### src/rtl/videosyncs_prog.sv
// ----------------------------------------------------------------------------
// videosyncs_prog
//
// Runtime-programmable VGA/VESA sync generator. Free-running pixel (hc) and
// scan (vc) counters are decoded against an "active" mode register set to
// produce hs, vs, display_enable and line/frame strobes. A new mode is loaded
// through a valid/ready handshake into a "pending" set. It is validated when
// it is captured, and it is applied only at the last pixel of a frame, so the
// first pixel of the next frame already uses the new mode. A parametrised
// delay line aligns the decoded outputs with a downstream pixel pipeline.
//
// Optional feature: define VIDEOSYNCS_PROG_FIELD_CNT_EN to add frame_count,
// a 16-bit count of frame wraps that is aligned with frame_start.
//
// Ports
//   clk, rst_n                   pixel clock, asynchronous active-low reset
//   cfg_valid / cfg_ready        mode load handshake
//   cfg_h*/cfg_v*                horizontal / vertical timing fields (CW bits)
//   cfg_hpol, cfg_vpol           sync polarity (1 = positive pulse)
//   cfg_err                      one-cycle pulse when a captured mode is illegal
//   hc, vc                       raw counters (zero latency)
//   hs, vs, display_enable       decoded video timing (1+PIPE_DELAY latency)
//   line_start, frame_start      one-cycle strobes (1+PIPE_DELAY latency)
//   mode_applied                 pulses with the first hc=vc=0 of a new mode
//   frame_count                  (optional) frame wrap counter
// ----------------------------------------------------------------------------
module videosyncs_prog #(
    parameter int   CW             = 12,
    parameter int   PIPE_DELAY     = 0,
    parameter int   DEF_HACTIVE    = 640,
    parameter int   DEF_HSYNCSTART = 656,
    parameter int   DEF_HSYNCEND   = 752,
    parameter int   DEF_HTOTAL     = 800,
    parameter int   DEF_VACTIVE    = 480,
    parameter int   DEF_VSYNCSTART = 490,
    parameter int   DEF_VSYNCEND   = 492,
    parameter int   DEF_VTOTAL     = 525,
    parameter logic DEF_HPOL       = 1'b0,
    parameter logic DEF_VPOL       = 1'b0
) (
    input  logic          clk,
    input  logic          rst_n,
    input  logic          cfg_valid,
    output logic          cfg_ready,
    input  logic [CW-1:0] cfg_hactive,
    input  logic [CW-1:0] cfg_hsyncstart,
    input  logic [CW-1:0] cfg_hsyncend,
    input  logic [CW-1:0] cfg_htotal,
    input  logic [CW-1:0] cfg_vactive,
    input  logic [CW-1:0] cfg_vsyncstart,
    input  logic [CW-1:0] cfg_vsyncend,
    input  logic [CW-1:0] cfg_vtotal,
    input  logic          cfg_hpol,
    input  logic          cfg_vpol,
    output logic          cfg_err,
    output logic [CW-1:0] hc,
    output logic [CW-1:0] vc,
    output logic          hs,
    output logic          vs,
    output logic          display_enable,
    output logic          line_start,
    output logic          frame_start,
    output logic          mode_applied
`ifdef VIDEOSYNCS_PROG_FIELD_CNT_EN
    ,
    output logic [15:0]   frame_count
`endif
);

    typedef struct packed {
        logic [CW-1:0] hactive;
        logic [CW-1:0] hsyncstart;
        logic [CW-1:0] hsyncend;
        logic [CW-1:0] htotal;
        logic [CW-1:0] vactive;
        logic [CW-1:0] vsyncstart;
        logic [CW-1:0] vsyncend;
        logic [CW-1:0] vtotal;
        logic          hpol;
        logic          vpol;
    } mode_t;

    // One record per delay stage: everything that must stay aligned.
    typedef struct packed {
        logic        hs;
        logic        vs;
        logic        de;
        logic        ls;
        logic        fs;
`ifdef VIDEOSYNCS_PROG_FIELD_CNT_EN
        logic [15:0] fc;
`endif
    } sync_t;

    localparam mode_t DEF_MODE = '{
        hactive:    CW'(DEF_HACTIVE),
        hsyncstart: CW'(DEF_HSYNCSTART),
        hsyncend:   CW'(DEF_HSYNCEND),
        htotal:     CW'(DEF_HTOTAL),
        vactive:    CW'(DEF_VACTIVE),
        vsyncstart: CW'(DEF_VSYNCSTART),
        vsyncend:   CW'(DEF_VSYNCEND),
        vtotal:     CW'(DEF_VTOTAL),
        hpol:       DEF_HPOL,
        vpol:       DEF_VPOL
    };

    // Inactive output levels: syncs deasserted, strobes and enable low.
    localparam sync_t SYNC_IDLE = '{hs: ~DEF_HPOL, vs: ~DEF_VPOL, default: '0};

    // A legal axis satisfies 0 < active <= syncstart < syncend <= total, total >= 2.
    function automatic logic axis_legal(input logic [CW-1:0] act, input logic [CW-1:0] ss,
                                        input logic [CW-1:0] se,  input logic [CW-1:0] tot);
        return (act != '0) && (act <= ss) && (ss < se) && (se <= tot) && (tot >= CW'(2));
    endfunction

    mode_t         active_mode;
    mode_t         pending_mode;
    mode_t         cfg_mode;
    logic          pending_valid;
    logic [CW-1:0] hc_q;
    logic [CW-1:0] vc_q;
    logic          mode_legal;
    logic          capture;
    logic          h_last;
    logic          v_last;
    logic          frame_last;
    logic          apply;
    sync_t         dec;
    sync_t         pipe [0:PIPE_DELAY];
`ifdef VIDEOSYNCS_PROG_FIELD_CNT_EN
    logic [15:0]   fc_q;
`endif

    assign cfg_mode = '{
        hactive:    cfg_hactive,
        hsyncstart: cfg_hsyncstart,
        hsyncend:   cfg_hsyncend,
        htotal:     cfg_htotal,
        vactive:    cfg_vactive,
        vsyncstart: cfg_vsyncstart,
        vsyncend:   cfg_vsyncend,
        vtotal:     cfg_vtotal,
        hpol:       cfg_hpol,
        vpol:       cfg_vpol
    };

    assign mode_legal = axis_legal(cfg_hactive, cfg_hsyncstart, cfg_hsyncend, cfg_htotal) &&
                        axis_legal(cfg_vactive, cfg_vsyncstart, cfg_vsyncend, cfg_vtotal);

    // Ready is low while a mode waits, so capture and apply never coincide.
    assign cfg_ready  = !pending_valid;
    assign capture    = cfg_valid && !pending_valid;
    assign h_last     = (hc_q == active_mode.htotal - CW'(1));
    assign v_last     = (vc_q == active_mode.vtotal - CW'(1));
    assign frame_last = h_last && v_last;
    assign apply      = frame_last && pending_valid;

    // Counters, active mode and handshake state.
    // NOTE: sequential state uses non-blocking assignments so every register
    // samples pre-edge values regardless of statement order.
    always_ff @(posedge clk or negedge rst_n) begin
        if (!rst_n) begin
            hc_q          <= '0;
            vc_q          <= '0;
            active_mode   <= DEF_MODE;
            pending_valid <= 1'b0;
            cfg_err       <= 1'b0;
            mode_applied  <= 1'b0;
`ifdef VIDEOSYNCS_PROG_FIELD_CNT_EN
            fc_q          <= '0;
`endif
        end else begin
            cfg_err      <= capture && !mode_legal;
            // Registered so the pulse lands with the first hc=vc=0 of the new mode.
            mode_applied <= apply;

            if (apply) begin
                active_mode   <= pending_mode;
                pending_valid <= 1'b0;
            end else if (capture && mode_legal) begin
                pending_valid <= 1'b1;
            end

            // Wrap decisions use the outgoing mode; the apply cycle is always
            // a full frame wrap, so the new mode starts cleanly at 0,0.
            if (h_last) begin
                hc_q <= '0;
                vc_q <= v_last ? '0 : vc_q + CW'(1);
            end else begin
                hc_q <= hc_q + CW'(1);
            end

`ifdef VIDEOSYNCS_PROG_FIELD_CNT_EN
            if (frame_last) begin
                fc_q <= fc_q + 16'd1;
            end
`endif
        end
    end

    // NOTE: pending_mode is qualified by pending_valid, so the data register
    // needs no reset; only the flag that guards it is reset.
    always_ff @(posedge clk) begin
        if (capture) begin
            pending_mode <= cfg_mode;
        end
    end

    // Decode of the current counters against the active mode.
    always_comb begin
        dec    = SYNC_IDLE;
        dec.hs = ((hc_q >= active_mode.hsyncstart) && (hc_q < active_mode.hsyncend))
                 ? active_mode.hpol : ~active_mode.hpol;
        dec.vs = ((vc_q >= active_mode.vsyncstart) && (vc_q < active_mode.vsyncend))
                 ? active_mode.vpol : ~active_mode.vpol;
        dec.de = (hc_q < active_mode.hactive) && (vc_q < active_mode.vactive);
        dec.ls = (hc_q == '0);
        dec.fs = (hc_q == '0) && (vc_q == '0);
`ifdef VIDEOSYNCS_PROG_FIELD_CNT_EN
        dec.fc = fc_q;
`endif
    end

    // Stage 0 is the mandatory decode register; stages 1..PIPE_DELAY are the
    // alignment delay line. All stages reset to the inactive levels.
    always_ff @(posedge clk or negedge rst_n) begin
        if (!rst_n) begin
            for (int i = 0; i <= PIPE_DELAY; i++) begin
                pipe[i] <= SYNC_IDLE;
            end
        end else begin
            pipe[0] <= dec;
            for (int i = 1; i <= PIPE_DELAY; i++) begin
                pipe[i] <= pipe[i-1];
            end
        end
    end

    assign hc             = hc_q;
    assign vc             = vc_q;
    assign hs             = pipe[PIPE_DELAY].hs;
    assign vs             = pipe[PIPE_DELAY].vs;
    assign display_enable = pipe[PIPE_DELAY].de;
    assign line_start     = pipe[PIPE_DELAY].ls;
    assign frame_start    = pipe[PIPE_DELAY].fs;
`ifdef VIDEOSYNCS_PROG_FIELD_CNT_EN
    assign frame_count    = pipe[PIPE_DELAY].fc;
`endif

endmodule

### config.mk
export PLATFORM = sky130hd
export DESIGN_NAME = videosyncs_prog
export DESIGN_NICKNAME = d
export VERILOG_FILES = /design/src/rtl/videosyncs_prog.sv
export SDC_FILE = /design/constraint.sdc
export NUM_CORES = 1
export LEC_CHECK = 0
export ABC_AREA = 0
export ABC_CLOCK_PERIOD_IN_PS = 4180
export BUFFER_PORTS_ARGS = -buffer_cell sky130_fd_sc_hd__buf_2
export CAP_MARGIN = 20
export CORE_MARGIN = 2
export CORE_UTILIZATION = 48
export CTS_BUF_LIST = sky130_fd_sc_hd__clkbuf_4
export DETAILED_ROUTE_END_ITERATION = 6
export PLACE_DENSITY_LB_ADDON = 0.12
export SLEW_MARGIN = 10
export SYNTH_ARGS = -nofsm -noshare
export SYNTH_HDL_FRONTEND = slang
export SYNTH_SLANG_ARGS = --single-unit
### constraint.sdc
create_clock -name clk -period 4.18 [get_ports clk]
set_input_delay 0.418 -clock clk [delete_from_list [all_inputs] [get_ports clk]]
set_output_delay 0.418 -clock clk [all_outputs]
set_load 0.03 [all_outputs]
==> results.txt <==
----------------------------------------------------
[Outcome]
  Result of the run ... complete, no violations

[Clock network]
  Clock slew seen by the registers of the worst setup and hold paths ... ~0.070 ns
  Number of buffers created by CTS ... 60
  Clk root buf ... clkbuf_4
  TritonCTS clock tree ... done
  Total number of H-tree levels ... 2
  Sinks on Clock Net ... roughly 230
  Insertion delay to the later sink of the worst-skew pair ... 0.70 ns
  CTS max path bufs ... 3
  Count of cells resized by post-cts repair ... 0

[Yosys]
  Most instantiated flip-flop cell in the synthesis netlist ... edfxtp_1
  Synthesized Nets ... ~1300
  Largest area contributor in the synthesized netlist ... edfxtp_1
  EDFF count, synth ... 98
  Proportion of synthesized chip area in sequential cells ... 50.0%
  Count of state elements after synthesis ... roughly 230
  Main area contributors after synthesis ... edfxtp_1 24%, dfrtp_1 19%, ha_1 14%
  Yosys warning total ... 0
  Library cells used by synthesis ... 57
  Syn avg cell area ... between 10 and 15 um2
  Ys async rst share ... a little under three fifths
  Proportion of netlist area held by the largest area contributor ... 23.6%
  Summed instance area of the synthesized netlist ... between 10000 and 15000 um2
  Count of mapped cells out of synthesis ... approximately 1100

[Setup path]
  Arrival time reported for the critical path endpoint ... about 4.3 ns
  CP Class ... flop to flop
  Critical path, cell by cell ... inv_1 -> ha_1 -> or4b_1 -> or4_1 -> o32a_1 -> and2_1 -> or3_1 -> nor4_4 -> buf_12 -> buf_4 -> mux2_2
  Worst reg2reg setup slack ... around 0.4 ns
  Maximum fanout along the worst path ... 25
  R2R cell count ... 11
  Worst reg2reg endpoint ... active_mode[73]
  Element type at the critical path end ... flop
  Master of the slowest instance on the critical path ... or4b_1
  Crit path largest cell delay ... just over 0.5 ns
  Crit path launch type ... flop
  Required time of the critical path ... 4.74 ns
  Reg-to-reg startpoint ... active_mode[50]

[Route]
  Metal-1 WL ... around 14 mm
  Total wire length after detailed routing ... roughly 31 mm
  Number of violations reported at the end of detailed-routing iteration 0 ... between 400 and 500
  Antenna Nets Post-Route ... 0
  Remaining routing DRC violations ... 0
  Routed length on met3 ... around 1.4 mm
  Router iterations before antenna repair ... 5
  Via total after detailed routing ... 9249
  Mean routed wirelength per cell ... 17.9 um
  Top routing layer used ... met4
  Vias/cell ... between 5 and 6
  Met2 wire length ... around 15 mm

[STA]
  Maximum clock rate ... about 260 MHz
  Smallest setup slack after layout ... around 0.41 ns
  Min Clock Period, post-route ... between 3 and 4 ns
  Least-Margin Pin Slew ... between 1 and 1.5 ns
  Headroom to the max-slew limit ... 30.2%
  Setup TNS after final layout ... 0 ns
  Number of setup violations in the final report ... 0
  Final cycle utilization of the critical path ... around 90%
  Slew Viols, Final ... 0
  Clock Skews ... around 0.044 ns
  RSZ-0062 raised after global routing ... false
  Fin. Hold Viols ... 0

[Global route]
  Initial antenna violation count ... 1
  GRT Residual Overflow ... 0
  Wire length of the first global-routing pass ... 49.2 mm
  Via count of the first global-routing pass ... 9166
  Pin count of the biggest net entering global routing ... between 60 and 70
  All-Layer GR Usage ... roughly a quarter

[Placement]
  RePlAce Congestion ... slightly above 0.8
  Detailed-placement wirelength estimate ... 22.4 mm
  Number of buffers inserted by port buffering ... 132
  Pre-CTS worst setup slack ... between 0.3 and 0.4 ns

[Cells and area]
  Final net count ... 1600
  Flip-flop and latch area ... between 6000 and 7000 um2
  Area delta synth->final ... 24.0%
  Multi-input gate area in the final layout ... ~5600 um2
  Count of filler cells inserted in the layout ... 2235
  Layout cells sized above 1 ... around 27%

[Min path]
  Hold WC Path Type ... input pin to flop
  Worst Hold Launch ... cfg_valid
  End point of the worst hold path ... cfg_err
  Hold Path Stages ... 3

[Power]
  Max rail drop VDD ... 153 uV
  Leak Pwr ... about 7 nW
  PnR Total Power ... roughly 0.0047 W
  PD cells ... 303 nW/um2

[Die]
  I/O pin count ... between 100 and 150
  Number of placement rows ... 59
  Die height ... approximately 170 um
  Horizontal extent of the die ... 165 um
  Area of the die ... approximately 27000 um2
  Core footprint ... roughly 26000 um2
  Initial cell density of the core ... between 40% and 50%

[Flow run]
  Number of maximum-capacitance constraint violations ... 0

----------------------------------------------------
[layout by cell type (no fill, tap or decap), types with 9 or more instances in the layout]
cell type | synthesis | routed
a21oi_1 | 41 | 41
nand3_1 | 27 | 27
a21o_1 | 26 | 26
a211oi_1 | 10 | 10
clkbuf_4 | 0 | 103
o211ai_1 | 16 | 16
xnor2_1 | 25 | 25
nand2b_1 | 16 | 16
mux2_2 | 78 | 78
edfxtp_1 | 98 | 98
nand4_1 | 26 | 26
o21ai_0 | 23 | 23
buf_2 | 9 | 131
nand2_1 | 24 | 24
dfstp_2 | 35 | 35
xor2_1 | 16 | 16
nor2_1 | 31 | 31
nor4_1 | 20 | 20
dfrtp_1 | 95 | 95
dlygate4sd3_1 | 0 | 99
ha_1 | 144 | 144
clkinv_1 | 0 | 9
mux2_1 | 20 | 20
inv_1 | 154 | 153
nor3_1 | 27 | 26
buf_4 | 0 | 20
[synthesized netlist by cell type (5+ instances only)]
cell and instances:
inv_1 154, ha_1 144, edfxtp_1 98, dfrtp_1 95, mux2_2 78, a21oi_1 41, dfstp_2 35, nor2_1 31
nand3_1 27, nor3_1 27, a21o_1 26, nand4_1 26, xnor2_1 25, nand2_1 24, o21ai_0 23, mux2_1 20
nor4_1 20, clkbuf_1 16, nand2b_1 16, o211ai_1 16, xor2_1 16, a211oi_1 10, buf_2 9, o21a_1 6
or4_1 6, a211o_1 5, a31oi_1 5, nor2b_1 5
[worst max-delay path: cells and delay by family (launching register included)]
family	cells	cell delay, ns
AOI/OAI and AO/OA	1	0.20
adders and majority gates	1	0.19
buffers and inverters	3	0.58
DFF	1	0.43
muxes	1	0.35
and+or+nand+nor	5	1.90
[report_power, final]
group	leakage (nW)	internal [W]	switching, W
combinational	3.99	0.000168	0.000185
clock	0.488	0.00110	0.000904
sequential	2.55	0.00234	0
[cells by family (layout without fill, tap and decap cells)]
group | Yosys count | in the layout | synth area share, %
muxes | 102 | 102 | 9.16
adders and majority gates | 144 | 144 | 14.4
xor gates and xnor gates | 41 | 41 | 2.87
AOI/OAI and AO/OA | 161 | 161 | 8.65
buffers and inverters | 181 | 522 | 5.65
and+or+nand+nor | 209 | 209 | 9.29
DFF | 228 | 228 | 50.0
other | 0 | 3 | 0
[per-stage QoR]
step	instances	area (um2)	util (%)	hold WS (ns)
after detailed placement	1529	13700	52.9	0.446
after global placement	1529	13700	52.9	0.428
after CTS	1741	15500	59.9	0.0000386
after global routing	1745	15500	59.9	0.182
after floorplan	1066	12500	-	0.122
final	1745	15500	59.9	0.244
[worst max-delay path by stage]
stage	startpoint	end	slack (ns)
CTS	active_mode[50]	active_mode[73]	0.38
floorplan	active_mode[50]	active_mode[10]	0.43
detailed placement	active_mode[50]	active_mode[76]	0.39
global route	active_mode[50]	active_mode[73]	0.19
global placement	active_mode[50]	active_mode[76]	0.46
finish	active_mode[50]	active_mode[73]	0.41
[registers in the layout (all words and copies together), names as in the netlist, 12 cells and up]
register and cells:
active_mode 98, hc 12, pending_mode 98, vc 12
[layer usage]
metal / vias up / GRT usage, %
met5: - / 0
met4: 0 / 7.09
met3: 44 / 3.15
met2: 196 / 39.4
met1: 4511 / 32.4
li1: 4498 / -
[cell type report]
cell class	instances	area share, %
clock inverter	11	0.315
tap	335	2.71
antenna	3	0.0485
sequential	228	40.3
clock buffer	103	4.99
timing repair buffer	254	12.1
multi-input combinational	657	35.8
inverter	154	3.75
[timing repair]
item                                   CTS  global route
setup buffers                            0             0
hold buffers                            98             1
endpoints found under the hold margin  143             1
Note: power is estimated with default switching activity, not from simulation.
